[config.mk]
export PLATFORM = sky130hd
export DESIGN_NAME = gpr_file_sb
export DESIGN_NICKNAME = d
export VERILOG_FILES = /design/src/rtl/rf_pkg.sv /design/src/rtl/rf_scoreboard.sv /design/src/rtl/gpr_file_sb.sv
export SDC_FILE = /design/constraint.sdc
export NUM_CORES = 2
export LEC_CHECK = 0
export CAP_MARGIN = 20
export CORE_MARGIN = 4
export CORE_UTILIZATION = 60
export DETAILED_ROUTE_END_ITERATION = 10
export GPL_ROUTABILITY_DRIVEN = 0
export GPL_TIMING_DRIVEN = 0
export PLACE_DENSITY_LB_ADDON = 0.3
export SLEW_MARGIN = 20
export SYNTH_ARGS = -nofsm -noshare
export SYNTH_HDL_FRONTEND = slang
export SYNTH_SLANG_ARGS = --single-unit
[constraint.sdc]
create_clock -name i_clk -period 42.9 [get_ports i_clk]
set_input_delay 10.725 -clock i_clk [delete_from_list [all_inputs] [get_ports i_clk]]
set_output_delay 10.725 -clock i_clk [all_outputs]
set_load 0.02 [all_outputs]
[src/rtl/rf_pkg.sv]
// Shared constants and types for the GPR file with scoreboard.
package rf_pkg;

    localparam int unsigned XLEN_DEF    = 32;
    localparam int unsigned NREGS_RV32I = 32;
    localparam int unsigned NREGS_RV32E = 16;

    localparam int unsigned REG_ZERO = 0;
    localparam int unsigned REG_RA   = 1;
    localparam int unsigned REG_A0   = 10;

    typedef logic [$clog2(NREGS_RV32I)-1:0] idx_t;
    typedef logic [XLEN_DEF-1:0]            xlen_t;

endpackage

[src/rtl/rf_scoreboard.sv]
// Busy-bit scoreboard: allocate on issue, clear on writeback.
// Honours RF_BYPASS_EN: same-cycle writeback makes the register look free.
module rf_scoreboard
    import rf_pkg::*;
#(
    parameter int unsigned NREGS = NREGS_RV32I,
    parameter int unsigned NRD   = 2,
    parameter int unsigned NWR   = 1,
    localparam int unsigned IDX_W = $clog2(NREGS)
) (
    input  logic                 i_clk,
    input  logic                 i_rst,
    input  logic [NRD*IDX_W-1:0] i_rd_idx,
    input  logic                 i_iss_valid,
    input  logic [IDX_W-1:0]     i_iss_idx,
    input  logic [NWR-1:0]       i_wb_wen,
    input  logic [NWR*IDX_W-1:0] i_wb_idx,
    output logic [NRD-1:0]       o_rd_busy,
    output logic                 o_iss_ready,
    output logic                 o_sb_idle
);

    logic [NREGS-1:0] r_busy;
    logic [NREGS-1:0] w_busy_d;
    logic [NREGS-1:0] w_wb_hit;
    logic [NREGS-1:0] w_busy_vis;
    logic             w_alloc;

    always_comb begin
        w_wb_hit = '0;
        for (int w = 0; w < NWR; w++) begin
            if (i_wb_wen[w]) w_wb_hit[i_wb_idx[w*IDX_W +: IDX_W]] = 1'b1;
        end
        w_wb_hit[0] = 1'b0;
    end

`ifdef RF_BYPASS_EN
    assign w_busy_vis = r_busy & ~w_wb_hit;
`else
    assign w_busy_vis = r_busy;
`endif

    always_comb begin
        for (int p = 0; p < NRD; p++) begin
            o_rd_busy[p] = w_busy_vis[i_rd_idx[p*IDX_W +: IDX_W]];
        end
    end

    assign o_iss_ready = (i_iss_idx == '0) | ~w_busy_vis[i_iss_idx];
    assign w_alloc     = i_iss_valid & o_iss_ready & (i_iss_idx != '0);
    assign o_sb_idle   = ~|r_busy;

    // Allocation is applied after the clear so a same-cycle re-allocation wins.
    always_comb begin
        w_busy_d = r_busy & ~w_wb_hit;
        if (w_alloc) w_busy_d[i_iss_idx] = 1'b1;
    end

    always_ff @(posedge i_clk or posedge i_rst) begin
        if (i_rst) r_busy <= '0;
        else       r_busy <= w_busy_d;
    end

endmodule

[src/rtl/gpr_file_sb.sv]
// Parametrised GPR file with integrated busy-bit scoreboard.
// Optional write-through read bypass enabled by defining RF_BYPASS_EN.
module gpr_file_sb
    import rf_pkg::*;
#(
    parameter int unsigned XLEN  = XLEN_DEF,
    parameter int unsigned NREGS = NREGS_RV32I,
    parameter int unsigned NRD   = 2,
    parameter int unsigned NWR   = 1,
    localparam int unsigned IDX_W = $clog2(NREGS)
) (
    input  logic                 i_clk,
    input  logic                 i_rst,
    input  logic [NRD*IDX_W-1:0] i_rd_idx,
    output logic [NRD*XLEN-1:0]  o_rd_dat,
    output logic [NRD-1:0]       o_rd_busy,
    input  logic                 i_iss_valid,
    input  logic [IDX_W-1:0]     i_iss_idx,
    output logic                 o_iss_ready,
    input  logic [NWR-1:0]       i_wb_wen,
    input  logic [NWR*IDX_W-1:0] i_wb_idx,
    input  logic [NWR*XLEN-1:0]  i_wb_dat,
    output logic [XLEN-1:0]      o_a0_r,
    output logic                 o_sb_idle
);

    logic [XLEN-1:0] r_regs [NREGS];

    // Later ports are assigned last, so the highest port wins on a collision.
    always_ff @(posedge i_clk or posedge i_rst) begin
        if (i_rst) begin
            for (int i = 0; i < NREGS; i++) r_regs[i] <= '0;
        end else begin
            for (int w = 0; w < NWR; w++) begin
                if (i_wb_wen[w] && (i_wb_idx[w*IDX_W +: IDX_W] != '0)) begin
                    r_regs[i_wb_idx[w*IDX_W +: IDX_W]] <= i_wb_dat[w*XLEN +: XLEN];
                end
            end
        end
    end

    always_comb begin
        for (int p = 0; p < NRD; p++) begin
            o_rd_dat[p*XLEN +: XLEN] = '0;
            if (i_rd_idx[p*IDX_W +: IDX_W] != '0) begin
                o_rd_dat[p*XLEN +: XLEN] = r_regs[i_rd_idx[p*IDX_W +: IDX_W]];
`ifdef RF_BYPASS_EN
                for (int w = 0; w < NWR; w++) begin
                    if (i_wb_wen[w] &&
                        (i_wb_idx[w*IDX_W +: IDX_W] == i_rd_idx[p*IDX_W +: IDX_W])) begin
                        o_rd_dat[p*XLEN +: XLEN] = i_wb_dat[w*XLEN +: XLEN];
                    end
                end
`endif
            end
        end
    end

    generate
        if (NREGS > REG_A0) begin : g_a0
            assign o_a0_r = r_regs[REG_A0];
        end else begin : g_no_a0
            assign o_a0_r = '0;
        end
    endgenerate

    rf_scoreboard #(
        .NREGS (NREGS),
        .NRD   (NRD),
        .NWR   (NWR)
    ) u_sb (
        .i_clk       (i_clk),
        .i_rst       (i_rst),
        .i_rd_idx    (i_rd_idx),
        .i_iss_valid (i_iss_valid),
        .i_iss_idx   (i_iss_idx),
        .i_wb_wen    (i_wb_wen),
        .i_wb_idx    (i_wb_idx),
        .o_rd_busy   (o_rd_busy),
        .o_iss_ready (o_iss_ready),
        .o_sb_idle   (o_sb_idle)
    );

endmodule

==> flow_summary.ini <==
[status]
status = finished clean

[detailed_routing]
first_pass_iters = 6
drc = 0
drtAntennaViolNets = 0
routed_via_density = 7.495
wl_per_cell_um = 36.66
drtIter0Drc = 5644
via_count = 40414
routed_wl_um = 197700

[global_route]
grt_max_degree = 107
grtUsageTotal = 0.3970
overflow = 0
grt_pass1_wl_um = 281700
grt_pass1_vias = 40849
antenna_found_initial = 4

[sta]
finalHoldViolations = 0
tightest_slew_ps = 1347
period_share = 0.5916
rsz0062_at_grt = no
worst_hold_slack_ps = 486.5
finalSetupViolations = 0
fmax_mhz = 39.40
layout_min_cycle_time_ps = 25380
slew_violations = 0
finalWorstSetupSlack_ps = 17520
fin_skew_ps = 23.38
slew_headroom = 0.1019

[worst_setup_path]
r2r_end = u_sb.r_busy[10]
path_max_fanout = 10
cpPeakStageDelay_ps = 760
crit_required_ps = 32170
worstPathCellList = buf_2 -> buf_2 -> and2_1 -> clkbuf_1 -> clkbuf_1 -> a22oi_1 -> a31oi_1 -> clkdlybuf4s50_1
crit_start = i_rd_idx[7]
cp.arrival_ps = 14650
crit_type = input pin to primary output
path_buf_inv = 5
cpMaxStageDelayCell = clkbuf_1
worst_setup_path_end_kind = primary output
startpoint_type = input pin
cp_top_family = buffers and inverters
r2r_slack_ps = 41060
rr_startpoint = u_sb.r_busy[9]
ff2ff_path_depth = 3

[power_and_ir_drop]
powerDensity_nw_per_um2 = 47.49
leakagePower_nw = 27.97
switchingPower_w = 0.0008692
swShare = 0.2855
p_total_w = 0.003045
combPwrFrac = 0.224
p_seq_frac = 0.441
p_clk_frac = 0.334
ir_drop_mv = 0.04303
power.internal_w = 0.002176

[hold_path]
hold_start = r_regs[1007]
whs_endpoint = r_regs[1007]
hold_depth = 1
hold_class = flop to flop

[die]
io_pins = 156
die_y_um = 316.0
row_count = 112
die-area_um2 = 99820
start_util = 0.6069
coreArea_um2 = 93750
die_x_um = 316.0

[clocking]
cts.path.max_buffers = 3
path_clk_slew_ps = 60
clk_latency_ps = 720
cts_setup_buffers = 0
htreeDepth = 3
cts.sinks = 1056
cts_resized = 0
hold_buffers = 0
cts-buffers-inserted = 111
clockRootBuffer = clkbuf_16
tritoncts = built

[logic_synthesis]
yosysTopAreaCell = dfrtp_1
synth_area_um2 = 56900
ys_ff_latch = 1056
synthTopCellsByCount = dfrtp_1, mux2_2, mux4_2
yosys_warnings = 0
yosysUniqueCellTypes = 46
synth_top_area_frac = 0.4644
synth_nets = 3830
async_reset_ff_frac = 1.000
synth_enable_flop_cells = 0
syn_inst = 3774
synth.area.top_cells = dfrtp_1, mux2_2, mux4_2, mux2i_1, mux2_4
syn-mean-instance-area_um2 = 15.08
synth_most_common_cell = dfrtp_1
ys_seq_area_frac = 0.4644
synth_ff_type = dfrtp_1

[place]
place_area_um2 = 60220
numPortBuffers = 142
place_ws_ps = 17910
dpl.hpwl_um = 134700

[finish]
final_cell_area_um2 = 64120
nets = 4100
finalCoreUtilization = 0.6839
syn_to_final_growth_pct = 12.68
drive_gt1_frac = 0.4571

[run]
cap_viol_max_count = 0
==> cell families (layout without fill, tap and decap cells) <==
kind of cell | count (synthesis) | in the layout | synth area share
multiplexers | 1729 | 1729 | 0.4328
other | 0 | 3 | 0
AND/OR/NAND/NOR | 135 | 135 | 0.01203
buffers and inverters | 483 | 844 | 0.04207
flip-flops | 1056 | 1056 | 0.4644
AO/OA/AOI/OAI | 371 | 371 | 0.04866
==> layout by cell type (no fill, tap or decap), drive strengths merged, types with 7 or more instances in the layout <==
cell,count
nor2b,10
buf,257
mux4,468
a221o,64
o21ai,81
inv,8
nor3,7
mux2,998
a22o,17
nor4,8
clkinv,22
nand2,53
a31oi,64
nand2b,8
dfrtp,1056
a22oi,65
mux2i,263
clkdlybuf4s50,142
a221oi,66
bufinv,11
nor2,25
clkbuf,400
==> worst max-delay path by stage <==
| stage | depth (start not counted) | end |
|---|---|---|
| 2_1_floorplan | 1 | o_a0_r[0] |
| 3_3_place_gp | 2 | o_a0_r[12] |
| 3_5_place_dp | 7 | o_rd_dat[58] |
| 4_1_cts | 7 | o_rd_dat[58] |
| 5_1_grt | 7 | o_rd_dat[29] |
| 6_report | 8 | o_rd_dat[61] |
==> per-layer routing <==
metal / routed length (µm) / vias up / track usage / share of wire
met1: 68540 / 21001 / 0.4969 / 0.35
met3: 24260 / 974 / 0.1340 / 0.12
met4: 16910 / 4 / 0.2663 / 0.086
met2: 87910 / 3202 / 0.5915 / 0.44
li1: - / 15233 / - / -
met5: 27 / - / 0 / 0.00014
==> metrics by stage <==
step	cells	setup TNS [ps]
4_1_cts	5386	0
3_3_place_gp	5170	-9952500
2_1_floorplan	3774	0
3_5_place_dp	5182	0
6_report	5392	0
5_1_grt	5389	0
==> area by class of cell <==
cell class | instances | area [µm²]
clock inverter | 40 | 548.0
clock buffer | 164 | 3289
buffer | 478 | 2395
tap | 1254 | 1569
multi-input combinational | 2235 | 28090
antenna | 3 | 7.507
timing repair buffer | 157 | 1765
sequential | 1056 | 26430
inverter | 5 | 26.28
fill | 6360 | 29630
==> power groups by stage <==
stage	clock, W	combinational, W	sequential [W]
2_1_floorplan	0	0.000504	0.00130
3_3_place_gp	0	0.000649	0.00134
3_5_place_dp	0	0.000671	0.00135
4_1_cts	0.00102	0.000674	0.00133
5_1_grt	0.00106	0.000717	0.00136
6_report	0.00102	0.000683	0.00134
==> registers in the layout, indices dropped and copies added, names as in the netlist <==
register and flops:
o_a0_r 32, r_regs 992, u_sb.r_busy 32
Note: power is estimated with default switching activity, not from simulation.
